### src/rtl/exception_controller_if.sv
// exception_controller_if: exception sources, PC and redirect/flush controls between pipeline and exception controller.
// EC_exc_count exists only when EXC_COUNTER_EN is defined.
interface exception_controller_if;
  logic        EC_overflow;
  logic        EC_invalid_addr;
  logic        EC_div_zero;
  logic        EC_control;
  logic        EC_write2_0;
  logic [31:0] EC_pc;
  logic        EC_eret;
  logic        EC_flush;
  logic        EC_stall;
  logic        EC_pc_sel;
  logic [31:0] EC_pc_target;
  logic [31:0] EC_epc;
  logic [2:0]  EC_cause;
  logic        EC_busy;
  logic        EC_double_fault;
`ifdef EXC_COUNTER_EN
  logic [15:0] EC_exc_count;
`endif
  modport master (
    output EC_overflow, EC_invalid_addr, EC_div_zero, EC_control, EC_write2_0, EC_pc, EC_eret,
    input  EC_flush, EC_stall, EC_pc_sel, EC_pc_target, EC_epc, EC_cause, EC_busy, EC_double_fault
`ifdef EXC_COUNTER_EN
    , input EC_exc_count
`endif
  );
  modport slave (
    input  EC_overflow, EC_invalid_addr, EC_div_zero, EC_control, EC_write2_0, EC_pc, EC_eret,
    output EC_flush, EC_stall, EC_pc_sel, EC_pc_target, EC_epc, EC_cause, EC_busy, EC_double_fault
`ifdef EXC_COUNTER_EN
    , output EC_exc_count
`endif
  );
endinterface

### src/rtl/exception_controller.sv
// exception_controller: prioritised exception capture and flush/redirect/return sequencing for the MIPS pipeline.
// Define EXC_COUNTER_EN to add the saturating accepted-exception counter EC_exc_count.
module exception_controller #(
  parameter logic [31:0] HANDLER_ADDR = 32'h8000_0180,
  parameter int unsigned FLUSH_CYCLES = 2
) (
  input logic EC_clk,
  input logic EC_rst_n,
  exception_controller_if.slave bus
);
  typedef enum logic [2:0] {IDLE, FLUSH, REDIRECT, HANDLER, RETURN} state_t;
  state_t state, state_nx;
  logic [3:0] cnt;
  logic [31:0] epc;
  logic [2:0] cause, prio;
  logic double_fault, src;
  assign src = bus.EC_overflow | bus.EC_invalid_addr | bus.EC_div_zero | bus.EC_control | bus.EC_write2_0;
  assign prio = bus.EC_invalid_addr ? 3'd1 :
                bus.EC_div_zero     ? 3'd2 :
                bus.EC_overflow     ? 3'd3 :
                bus.EC_control      ? 3'd4 :
                bus.EC_write2_0     ? 3'd5 : 3'd0;
  always_comb begin
    state_nx = state;
    case (state)
      IDLE:     state_nx = src ? FLUSH : IDLE;
      FLUSH:    state_nx = (cnt == 4'd0) ? REDIRECT : FLUSH;
      REDIRECT: state_nx = HANDLER;
      HANDLER:  state_nx = bus.EC_eret ? RETURN : HANDLER;
      RETURN:   state_nx = IDLE;
      default:  state_nx = IDLE;
    endcase
  end
  always_ff @(posedge EC_clk or negedge EC_rst_n) begin
    if (!EC_rst_n) begin
      state        <= IDLE;
      cnt          <= '0;
      epc          <= '0;
      cause        <= '0;
      double_fault <= 1'b0;
    end else begin
      state <= state_nx;
      if (state == IDLE && src) begin
        epc   <= bus.EC_pc;
        cause <= prio;
        cnt   <= 4'(FLUSH_CYCLES - 1);
      end else if (state == FLUSH && cnt != 4'd0) begin
        cnt <= cnt - 4'd1;
      end
      // eret on the same edge as a source takes precedence over the fault
      if (state == HANDLER && src && !bus.EC_eret) double_fault <= 1'b1;
      else if (state == RETURN) double_fault <= 1'b0;
    end
  end
  assign bus.EC_flush        = state == FLUSH;
  assign bus.EC_stall        = state == FLUSH;
  assign bus.EC_pc_sel       = state == REDIRECT || state == RETURN;
  assign bus.EC_pc_target    = state == REDIRECT ? HANDLER_ADDR : state == RETURN ? epc : 32'h0;
  assign bus.EC_busy         = state == HANDLER || state == RETURN;
  assign bus.EC_epc          = epc;
  assign bus.EC_cause        = cause;
  assign bus.EC_double_fault = double_fault;
`ifdef EXC_COUNTER_EN
  logic [15:0] exc_count;
  always_ff @(posedge EC_clk or negedge EC_rst_n) begin
    if (!EC_rst_n) exc_count <= '0;
    else if (state == IDLE && src && exc_count != 16'hFFFF) exc_count <= exc_count + 16'd1;
  end
  assign bus.EC_exc_count = exc_count;
`endif
endmodule

### src/flat_wrapper.sv
// flat-port wrapper written by rule: the top's interface ports become plain ports
module exception_controller_flat 
#(
  parameter logic [31:0] HANDLER_ADDR = 32'h8000_0180,
  parameter int unsigned FLUSH_CYCLES = 2
)
  (EC_clk, EC_rst_n, bus_EC_overflow, bus_EC_invalid_addr, bus_EC_div_zero, bus_EC_control, bus_EC_write2_0, bus_EC_pc, bus_EC_eret, bus_EC_flush, bus_EC_stall, bus_EC_pc_sel, bus_EC_pc_target, bus_EC_epc, bus_EC_cause, bus_EC_busy, bus_EC_double_fault);
  exception_controller_if bus_i ();
  input logic EC_clk;
  input logic EC_rst_n;
  input wire logic [$bits(bus_i.EC_overflow)-1:0] bus_EC_overflow;
  input wire logic [$bits(bus_i.EC_invalid_addr)-1:0] bus_EC_invalid_addr;
  input wire logic [$bits(bus_i.EC_div_zero)-1:0] bus_EC_div_zero;
  input wire logic [$bits(bus_i.EC_control)-1:0] bus_EC_control;
  input wire logic [$bits(bus_i.EC_write2_0)-1:0] bus_EC_write2_0;
  input wire logic [$bits(bus_i.EC_pc)-1:0] bus_EC_pc;
  input wire logic [$bits(bus_i.EC_eret)-1:0] bus_EC_eret;
  output wire logic [$bits(bus_i.EC_flush)-1:0] bus_EC_flush;
  output wire logic [$bits(bus_i.EC_stall)-1:0] bus_EC_stall;
  output wire logic [$bits(bus_i.EC_pc_sel)-1:0] bus_EC_pc_sel;
  output wire logic [$bits(bus_i.EC_pc_target)-1:0] bus_EC_pc_target;
  output wire logic [$bits(bus_i.EC_epc)-1:0] bus_EC_epc;
  output wire logic [$bits(bus_i.EC_cause)-1:0] bus_EC_cause;
  output wire logic [$bits(bus_i.EC_busy)-1:0] bus_EC_busy;
  output wire logic [$bits(bus_i.EC_double_fault)-1:0] bus_EC_double_fault;
  assign bus_i.EC_overflow = bus_EC_overflow;
  assign bus_i.EC_invalid_addr = bus_EC_invalid_addr;
  assign bus_i.EC_div_zero = bus_EC_div_zero;
  assign bus_i.EC_control = bus_EC_control;
  assign bus_i.EC_write2_0 = bus_EC_write2_0;
  assign bus_i.EC_pc = bus_EC_pc;
  assign bus_i.EC_eret = bus_EC_eret;
  assign bus_EC_flush = bus_i.EC_flush;
  assign bus_EC_stall = bus_i.EC_stall;
  assign bus_EC_pc_sel = bus_i.EC_pc_sel;
  assign bus_EC_pc_target = bus_i.EC_pc_target;
  assign bus_EC_epc = bus_i.EC_epc;
  assign bus_EC_cause = bus_i.EC_cause;
  assign bus_EC_busy = bus_i.EC_busy;
  assign bus_EC_double_fault = bus_i.EC_double_fault;
  exception_controller #(.HANDLER_ADDR(HANDLER_ADDR), .FLUSH_CYCLES(FLUSH_CYCLES)) u_core (.EC_clk(EC_clk), .EC_rst_n(EC_rst_n), .bus(bus_i));
endmodule
### config.mk
export PLATFORM = sky130hd
export DESIGN_NAME = exception_controller_flat
export DESIGN_NICKNAME = d
export VERILOG_FILES = /design/src/rtl/exception_controller_if.sv /design/src/rtl/exception_controller.sv /design/src/flat_wrapper.sv
export SDC_FILE = /design/constraint.sdc
export NUM_CORES = 1
export LEC_CHECK = 0
export ABC_AREA = 1
export CAP_MARGIN = 0
export CELL_PAD_IN_SITES_DETAIL_PLACEMENT = 1
export CELL_PAD_IN_SITES_GLOBAL_PLACEMENT = 1
export CORE_ASPECT_RATIO = 1.4
export CORE_MARGIN = 4
export CORE_UTILIZATION = 28
export CTS_CLUSTER_DIAMETER = 100
export CTS_CLUSTER_SIZE = 28
export DETAILED_ROUTE_END_ITERATION = 10
export PLACE_DENSITY_LB_ADDON = 0.1
export SKIP_CTS_REPAIR_TIMING = 1
export SLEW_MARGIN = 20
export SYNTH_ARGS = -nofsm -noshare
export SYNTH_HDL_FRONTEND = slang
export SYNTH_SLANG_ARGS = --single-unit
### constraint.sdc
create_clock -name EC_clk -period 1.4 [get_ports EC_clk]
set_clock_uncertainty 0.1 [all_clocks]
set_input_delay 0.21 -clock EC_clk [delete_from_list [all_inputs] [get_ports EC_clk]]
set_output_delay 0.21 -clock EC_clk [all_outputs]
set_load 0.01 [all_outputs]
==> out/metrics.cfg, run 1 <==
[pwr]
leakage_nw=2.28
p_per_area_mw_per_mm2=2060
ir_drop_v=0.00108

[setup_path]
critPathMaxStageDelay_ps=450
cp_slowest_cell=dfrtp_2
crit_buf_inv=3
worstPathRequired_ps=1090
crit_family=flip-flops
crit_fanout=13
critPathKind=reg -> out
crit_arrival_ps=1360
end_kind=output pin
path_cells=inv_2 > nand3_4 > buf_6 > nor2_1 > clkbuf_2
critPathLaunchType=flip-flop
worst_r2r_path_depth=10
r2r_start=u_core.state[1]
startpoint=u_core.state[0]
path_depth=5

[drt]
vias_per_cell=4.38
wl_per_cell_um=14.5
dr.pass1.iters=3
drc=0
final_antenna_net_count=0
drt-initial-drc-count=35
vias=2172
routed_wl_um=7200

[timing]
setup_ws_ps=-275
setup_viol=76
timing.slew.headroom_pct=83.9
post-route-period-util_pct=120
slew_violations=0
rsz0062_at_grt=yes
worst_slew_pin_slew_ps=239
clock.fmax_mhz=597
hold_viol=0
tns_ps=-14450
layout_min_cycle_time_ps=1670

[floorplanning]
core_area_mm2=0.00745
start_util_pct=29.1
die_y_um=112
io-pin-count=112
std_cell_rows=37
die_w_um=82.4
die_area_mm2=0.00925

[clock_tree]
cts.sinks=43
cts-root-buf=clkbuf_8
cts.path.max_buffers=2
clk_pin_slew_ps=80
tritoncts=built
htree_levels=2
cts_made_buffers=5
clkLatencyLatePin_ps=300

[placement]
postPlaceCellArea_mm2=0.00361
place_ws_ps=-401
gp_congestion=0.712
portBuffers=111
hpwlAfterDp_um=5310

[grt]
grt_start_max_net_pins=44
use_met1_pct=16.8
grt_overflow_total=0
grt_busiest_layer=met2
grt_pass1_wl_um=10500
track_usage_pct=14.6
use_met3_pct=3.77
antenna_found_initial=0
grtUsageMet2_pct=26.0
grt_pass1_vias=2168

[finish]
final_common_cell=nand2_1
drive_gt1_share_pct=36.3
nets=440
area_growth_pct=76.6
diodes=0
ff_latch_area_mm2=0.00108
fill_cells=870
final_cell_area_mm2=0.00383
multi_input_area_um2=881
fin_util_pct=51.4
final_cell_mix=51 x nand2_1, 41 x dfrtp_1, 38 x clkdlybuf4s50_1

[job]
cap_viol_max_count=0

[synth]
yosys_warnings=0
ys_ff_latch=43
syn_inst=251
synthSimpleGateAreaFrac_pct=22.4
synth_compound_area_share_pct=13.7
muxShareOfSynthArea_pct=0
synth-adder-area-share_pct=1.15
synth.avg_cell_area_um2=8.65
synth-xor-area-share_pct=0.403
synth_top_family_by_area=simple AND/OR/NAND/NOR gates
seq_area_frac_synth_pct=49.6
syn_area_mm2=0.00217
synth.distinct_cells=24
syn_nets=293

[hold_path]
min_path_type=in -> async

[run_status]
status=finished, violations left
violations=negative setup slack

## per-stage QoR
step / hold slack, ps / power [mW] / std cells
2_1_floorplan: -186 / 4.49 / 251
4_1_cts: -216 / 7.72 / 489
3_3_place_gp: 112 / 6.70 / 481
3_5_place_dp: 108 / 6.82 / 481
6_report: 310 / 7.90 / 496
5_1_grt: 339 / 8.55 / 496
## area by class of cell
class	count	share of cell area (%)
repair inverters	1	0.424
multi-input cells	151	23.0
inverters	46	5.03
repair buffers	150	37.7
flip-flops and latches	43	28.1
clock buffers	8	2.61
well taps	97	3.17
## kinds of logic (layout without fill, tap and decap cells)
family          after synthesis  in the layout
simple gates                112            112
xor+xnor                      1              1
flops                        43             43
compound gates               36             36
fa+ha+maj                     2              2
buf+inv                      57            205
## cell usage after synthesis
master	number	share of area [%]
nand2_4	1	0.52
nand2_2	7	2.0
dfrtp_1	43	50
nand3_2	1	0.46
nand3_1	11	2.5
buf_6	6	3.1
inv_1	41	7.1
inv_2	4	0.69
o21ai_2	29	12
ha_1	2	1.2
nand3_4	1	0.81
nor3_1	2	0.46
nor2_1	35	6.1
o22ai_1	1	0.29
buf_4	2	0.69
xor2_1	1	0.40
nand2_1	52	9.0
inv_8	1	0.52
buf_2	3	0.69
nor2_2	2	0.58
a21oi_1	1	0.23
o21ai_0	3	0.69
o31ai_1	1	0.35
a22o_1	1	0.40
## path summary, 6_finish.rpt
check,slack (ps),to
max,-270,bus_EC_pc_target[24]
max in group asynchronous,650,u_core.state[2]
max reg2reg,-190,u_core.bus.EC_epc[21]
min reg2reg,400,u_core.bus.EC_cause[0]
min in group EC_clk,350,u_core.bus.EC_epc[7]
min,310,u_core.bus.EC_epc[12]
## report_power, final
part           total (mW)  internal [mW]  switching, mW  leakage, nW
combinational        4.84           2.44           2.41         1.70
clock               0.873          0.451          0.422       0.0515
sequential           2.18           1.84          0.341        0.527
## state kept, by name (all words and copies together) (netlist names)
register	flops
u_core.cnt	4
u_core.state	3
u_core.bus.EC_epc	32
u_core.bus.EC_double_fault	1
u_core.bus.EC_cause	3
## worst reg2reg max path, cell delays in order (launching register included)
cell	delay, ps
dfrtp_1	380
inv_2	80
buf_4	140
buf_4	140
nand3_4	100
inv_4	50
nand2_8	110
clkinv_8	90
buf_4	160
nand2_1	70
o21ai_2	50
## layer usage
metal / wire [µm] / vias up
li1: - / 1052
met4: 80 / 0
met1: 2570 / 1047
met5: 0 / -
met3: 575 / 6
met2: 3970 / 67
No activity file was read; power rests on OpenSTA's default activity.
==> run 2: changes to the inputs <==
CELL_PAD_IN_SITES_DETAIL_PLACEMENT = 2   (was 1)
CELL_PAD_IN_SITES_GLOBAL_PLACEMENT = 2   (was 1)
CORE_UTILIZATION = 21   (was 28)
CTS_CLUSTER_DIAMETER = 80   (was 100)
HOLD_SLACK_MARGIN = 0.15   (was unset)
==> run 2 against run 1 <==
  * The flow still finishes with violations (negative setup slack)
  * Die area increased by 30%
  * Count of clock-buffer cells in the layout fell by 3
  * Flip-flop and latch count unchanged
  * Clock power is 31% higher
  * Register-to-register slack gained 60 ps
  * Non-clock buffer count increased by 3
  * Sequential power about the same
  * Critical endpoint is now bus_EC_pc_target[8]
  * Largest cell class unchanged
==> out/metrics.cfg, run 2 (synthesized netlist as in run 1, its figures left out) <==
[grt]
grt_overflow_total=0  ; unchanged
grt_busiest_layer=met2  ; unchanged
grt_pass1_wl_um=12500  ; was 10500 µm
use_met3_pct=3.17  ; was 3.77%
grt_start_max_net_pins=63  ; was 44
grtUsageMet2_pct=24.7  ; was 26.0%
grt_pass1_vias=2477  ; was 2168
track_usage_pct=13.3  ; was 14.6%
antenna_found_initial=0  ; unchanged
use_met1_pct=14.8  ; was 16.8%

[timing]
post-route-period-util_pct=121  ; was 120%
layout_min_cycle_time_ps=1690  ; was 1670 ps
clock.fmax_mhz=592  ; was 597 MHz
worst_slew_pin_slew_ps=374  ; was 239 ps
setup_ws_ps=-289  ; was -275 ps
hold_viol=0  ; unchanged
slew_violations=0  ; unchanged
timing.slew.headroom_pct=74.8  ; was 83.9%
setup_viol=73  ; was 76
rsz0062_at_grt=yes  ; unchanged

[finish]
final_common_cell=dfrtp_1  ; was nand2_1
nets=449  ; was 440
diodes=0  ; unchanged
final_cell_mix=42 x dfrtp_1, 38 x inv_1, 38 x clkdlybuf4s50_1  ; was 51 x nand2_1, 41 x dfrtp_1, 38 x clkdlybuf4s50_1
area_growth_pct=96.0  ; was 76.6%
fin_util_pct=42.5  ; was 51.4%
drive_gt1_share_pct=42.6  ; was 36.3%
fill_cells=1108  ; was 870
largest_reg_flops=32  ; unchanged

[clock_tree]
cts-root-buf=clkbuf_16  ; was clkbuf_8
cts.path.max_buffers=2  ; unchanged
clk_pin_slew_ps=60  ; was 80 ps
clkLatencyLatePin_ps=290  ; was 300 ps
cts.sinks=43  ; unchanged
htree_levels=2  ; unchanged
cts_made_buffers=5  ; unchanged
tritoncts=built  ; unchanged

[setup_path]
critPathKind=reg -> out  ; unchanged
cp_common_cell=buf_6
crit_buf_inv=5  ; was 3
crit_arrival_ps=1380  ; was 1360 ps
r2r_start=u_core.state[0]  ; was u_core.state[1]
cp_slowest_cell=dfrtp_1  ; was dfrtp_2
critPathLaunchType=flip-flop  ; unchanged
worstPathRequired_ps=1090  ; about the same
startpoint=u_core.state[1]  ; was u_core.state[0]
crit_fanout=4  ; was 13
end_kind=output pin  ; unchanged
crit_family=buffers and inverters  ; was flip-flops
critPathMaxStageDelay_ps=380  ; was 450 ps
path_cells=inv_2 > buf_6 > nor3_4 > buf_6 > inv_6 > nand2_2 > buf_6  ; was inv_2 > nand3_4 > buf_6 > nor2_1 > clkbuf_2

[drt]
wl_per_cell_um=17.2  ; was 14.5 µm
dr.pass1.iters=4  ; was 3
drt-initial-drc-count=24  ; was 35
routed_wl_um=9330  ; was 7200 µm
drc=0  ; unchanged
vias=2290  ; was 2172
vias_per_cell=4.22  ; was 4.38
final_antenna_net_count=0  ; unchanged

[floorplanning]
std_cell_rows=43  ; was 37
io-pin-count=112  ; unchanged
die_y_um=128  ; was 112 µm
core_area_mm2=0.0100  ; was 0.00745 mm²
die_w_um=93.9  ; was 82.4 µm
start_util_pct=21.7  ; was 29.1%
die_area_mm2=0.0121  ; was 0.00925 mm²

[run_status]
status=finished, violations left  ; unchanged
violations=negative setup slack  ; unchanged

[placement]
hpwlAfterDp_um=5960  ; was 5310 µm
portBuffers=111  ; unchanged
place_ws_ps=-496  ; was -401 ps
gp_congestion=0.678  ; was 0.712

[pwr]
total_power_mw=9.16  ; was 7.90 mW
ir_drop_v=0.000777  ; was 0.00108 V
leakage_nw=2.48  ; was 2.28 nW
p_per_area_mw_per_mm2=2150  ; was 2060 mW/mm²

[hold_path]
min_path_type=in -> async  ; unchanged

[job]
cap_viol_max_count=0  ; unchanged

==> run 2: cell count changes in the layout (fill, tap and decap cells not counted), moves of 4 or more <==
cell,previous run,this run
buf_6,6,10
clkbuf_8,7,0
nand2_1,51,27
nand2_4,0,16
nand2_2,8,16
clkinv_16,0,4
clkbuf_16,2,6
==> run 2: metal layers <==
metal | vias to the layer above | part of all wire [%]
met3 | 6 | 5.4
li1 | 1073 | -
met2 | 75 | 56
met1 | 1136 | 37
met5 | - | 0
met4 | 0 | 1.1
==> run 2: cell type report <==
cell class | count | area [µm²] | area share (%)
clock buffers | 5 | 125 | 2.94
clock inverters | 3 | 15.0 | 0.353
inverters | 46 | 206 | 4.85
multi-input cells | 151 | 1030 | 24.2
flip-flops and latches | 43 | 1080 | 25.3
well taps | 135 | 169 | 3.97
repair buffers | 153 | 1480 | 34.9
repair inverters | 7 | 149 | 3.50
==> run 2: final timing paths <==
check	end	slack (ps)	cells past startpoint
min in group EC_clk	u_core.bus.EC_epc[28]	380	3
setup reg to reg	u_core.bus.EC_epc[16]	-130	8
setup / recovery	bus_EC_pc_target[8]	-290	7
hold reg to reg	u_core.bus.EC_cause[0]	400	2
max in group asynchronous	u_core.state[2]	620	3
hold / removal	u_core.bus.EC_epc[11]	330	3
==> run 2: stage by stage <==
step	cell area [µm²]	setup TNS [ps]	hold WS, ps	cells
after floorplan	2170	0	-186	251
after global placement	3620	-24800	119	519
after detailed placement	3620	-27120	119	519
after CTS	3760	-37740	-199	527
after global routing	4260	-16230	363	543
final	4260	-10900	329	543
==> run 2: worst register-to-register path, cell delays in order (launching register included) <==
cell and delay (ps):
dfrtp_1 420, inv_2 80, buf_6 120, nand3_4 90, inv_4 50, nand2_8 110
buf_16 210, clkinv_16 110, o21ai_4 150
==> run 2: where the power goes <==
part | switching [mW] | internal, mW | total, mW
clock | 0.491 | 0.651 | 1.14
sequential | 0.352 | 1.84 | 2.20
combinational | 3.10 | 2.72 | 5.82
==> run 3: changes to the inputs <==
CORE_ASPECT_RATIO = 2   (was 1.4)
==> run 3 against run 2 <==
  * The flow still finishes with violations (negative setup slack)
  * Flip-flop and latch count stayed put
  * Count of clock-buffer cells in the layout up 1
  * Worst setup slack better by 4.0 ps
  * Utilization down 0.59 points
  * Sequential power is 2% lower
  * Critical path type unchanged
==> out/metrics.cfg, run 3 (synthesized netlist as in run 1, its figures left out) <==
[finish]
final_cell_mix=42 x dfrtp_1, 38 x inv_1, 38 x clkdlybuf4s50_1  ; unchanged
final_cell_area_mm2=0.00423  ; was 0.00426 mm²
fill_cells=1128  ; was 1108
ff_latch_area_mm2=0.00108  ; unchanged
multi_input_area_um2=996  ; was 0.00103 mm²
largest_reg_flops=32  ; unchanged
area_growth_pct=94.8  ; was 96.0%
diodes=0  ; unchanged
drive_gt1_share_pct=44.3  ; was 42.6%
final_common_cell=dfrtp_1  ; unchanged
final_cells=539  ; was 543
nets=447  ; was 449
fin_util_pct=41.9  ; was 42.5%

[drt]
highest_layer=met4  ; unchanged
drt-met1-wl_um=3220  ; was 3460 µm
wl_met3_um=296  ; was 507 µm
wl_met2_um=6130  ; was 5260 µm
vias=2252  ; was 2290
routed_wl_um=9750  ; was 9330 µm
vias_per_cell=4.18  ; was 4.22
drt-initial-drc-count=31  ; was 24
drc=0  ; unchanged
final_antenna_net_count=0  ; unchanged
dr.pass1.iters=2  ; was 4
wl_per_cell_um=18.1  ; was 17.2 µm

[timing]
setup_ws_ps=-285  ; was -289 ps
worst_slew_pin_slew_ps=271  ; was 374 ps
rsz0062_at_grt=yes  ; unchanged
layout_min_cycle_time_ps=1690  ; about the same
setup_viol=77  ; was 73
timing.slew.headroom_pct=81.8  ; was 74.8%
slew_violations=0  ; unchanged
clock.fmax_mhz=593  ; was 592 MHz
hold_viol=0  ; unchanged
post-route-period-util_pct=120  ; was 121%

[clock_tree]
tritoncts=built  ; unchanged
cts-root-buf=clkbuf_16  ; unchanged
cts.sinks=43  ; unchanged
htree_levels=2  ; unchanged
clk_pin_slew_ps=60  ; about the same
clkLatencyLatePin_ps=290  ; about the same
cts_made_buffers=5  ; unchanged
cts.path.max_buffers=2  ; unchanged

[run_status]
violations=negative setup slack  ; unchanged
status=finished, violations left  ; unchanged

[pwr]
p_per_area_mw_per_mm2=2110  ; was 2150 mW/mm²
p_clk_share_pct=12.6  ; was 12.5%
p_comb_share_pct=63.3  ; was 63.5%
seq_power_share_pct=24.1  ; was 24.0%
p_int_mw=5.07  ; was 5.22 mW
power.switching_mw=3.86  ; was 3.94 mW
ir_drop_v=0.00108  ; was 0.000777 V
total_power_mw=8.92  ; was 9.16 mW
p_sw_share_pct=43.2  ; was 43.0%
leakage_nw=2.40  ; was 2.48 nW

[floorplanning]
die_w_um=79.9  ; was 93.9 µm
die_y_um=152  ; was 128 µm
start_util_pct=21.5  ; was 21.7%
die_area_mm2=0.0121  ; about the same
std_cell_rows=52  ; was 43
core_area_mm2=0.0101  ; was 0.0100 mm²
io-pin-count=112  ; unchanged

[setup_path]
crit_arrival_ps=1380  ; about the same
critPathKind=reg -> out  ; unchanged
end_kind=output pin  ; unchanged
worstPathRequired_ps=1090  ; about the same
crit_fanout=5  ; was 4
critPathLaunchType=flip-flop  ; unchanged

[placement]
portBuffers=111  ; unchanged
postPlaceCellArea_mm2=0.00358  ; was 0.00362 mm²
hpwlAfterDp_um=6320  ; was 5960 µm
gp_congestion=0.751  ; was 0.678
dp.cells=514  ; was 519

[grt]
antenna_found_initial=0  ; unchanged
grt_pass1_wl_um=12700  ; was 12500 µm
grt_pass1_vias=2324  ; was 2477
track_usage_pct=13.8  ; was 13.3%
grt_overflow_total=0  ; unchanged
grt_start_max_net_pins=63  ; unchanged

[job]
cap_viol_max_count=0  ; unchanged

[hold_path]
min_path_type=in -> async  ; unchanged

==> run 3: cell count changes in the layout (fill, tap and decap cells not counted), moves of 7 or more <==
cell | before | now
nor2_4 | 0 | 7
nand2_4 | 16 | 1
nor2_1 | 33 | 15
nor2_2 | 4 | 15
nand2_1 | 27 | 36
clkbuf_2 | 16 | 3
buf_2 | 16 | 25
==> run 3: layout make-up <==
cell class | count | share of cell area (%)
sequential | 43 | 25.5
timing repair buffer | 151 | 35.6
multi-input combinational | 151 | 23.6
timing repair inverter | 7 | 3.43
tap | 135 | 3.99
inverter | 46 | 4.94
clock buffer | 6 | 3.05
==> run 3: power by group through the flow <==
stage	clock (mW)	sequential, mW	combinational [mW]
after floorplan	0	2.41	2.08
after global placement	0	2.16	4.34
after detailed placement	0	2.18	4.46
after CTS	1.18	2.17	4.47
after global routing	1.23	2.24	6.16
final	1.13	2.15	5.65
==> run 3: routing by layer <==
layer	track usage, %	vias to the layer above
met5	0	-
met4	4.82	0
met3	2.13	7
met2	27.8	61
met1	13.8	1119
li1	-	1065
==> run 3: path summary, 6_finish.rpt <==
path / depth (start not counted) / slack [ps] / endpoint / from
worst max-delay path: 5 / -290 / bus_EC_pc_target[21] / u_core.state[0]
worst min-delay path: 3 / 340 / u_core.bus.EC_epc[12] / EC_rst_n
worst max register to register: 10 / -160 / u_core.bus.EC_epc[17] / u_core.state[2]
worst min register to register: 2 / 390 / u_core.bus.EC_cause[1] / u_core.bus.EC_cause[1]
max in group asynchronous: 3 / 620 / u_core.state[2] / EC_rst_n
min in group EC_clk: 3 / 370 / u_core.bus.EC_epc[8] / bus_EC_pc[8]
==> run 3: per-stage QoR <==
step | hold slack [ps] | setup TNS, ps | setup slack (ps)
after detailed placement | 122 | -25680 | -510
after floorplan | -186 | 0 | 127
after global routing | 364 | -18550 | -380
after CTS | -191 | -40220 | -829
after global placement | 117 | -22020 | -415
final | 337 | -13650 | -285
==> run 3: critical path, cell delays in order, from the launching register on <==
cell and delay (ps):
dfrtp_1 420, inv_2 90, nand3_4 110, buf_8 170, nor2_1 130, clkbuf_2 160
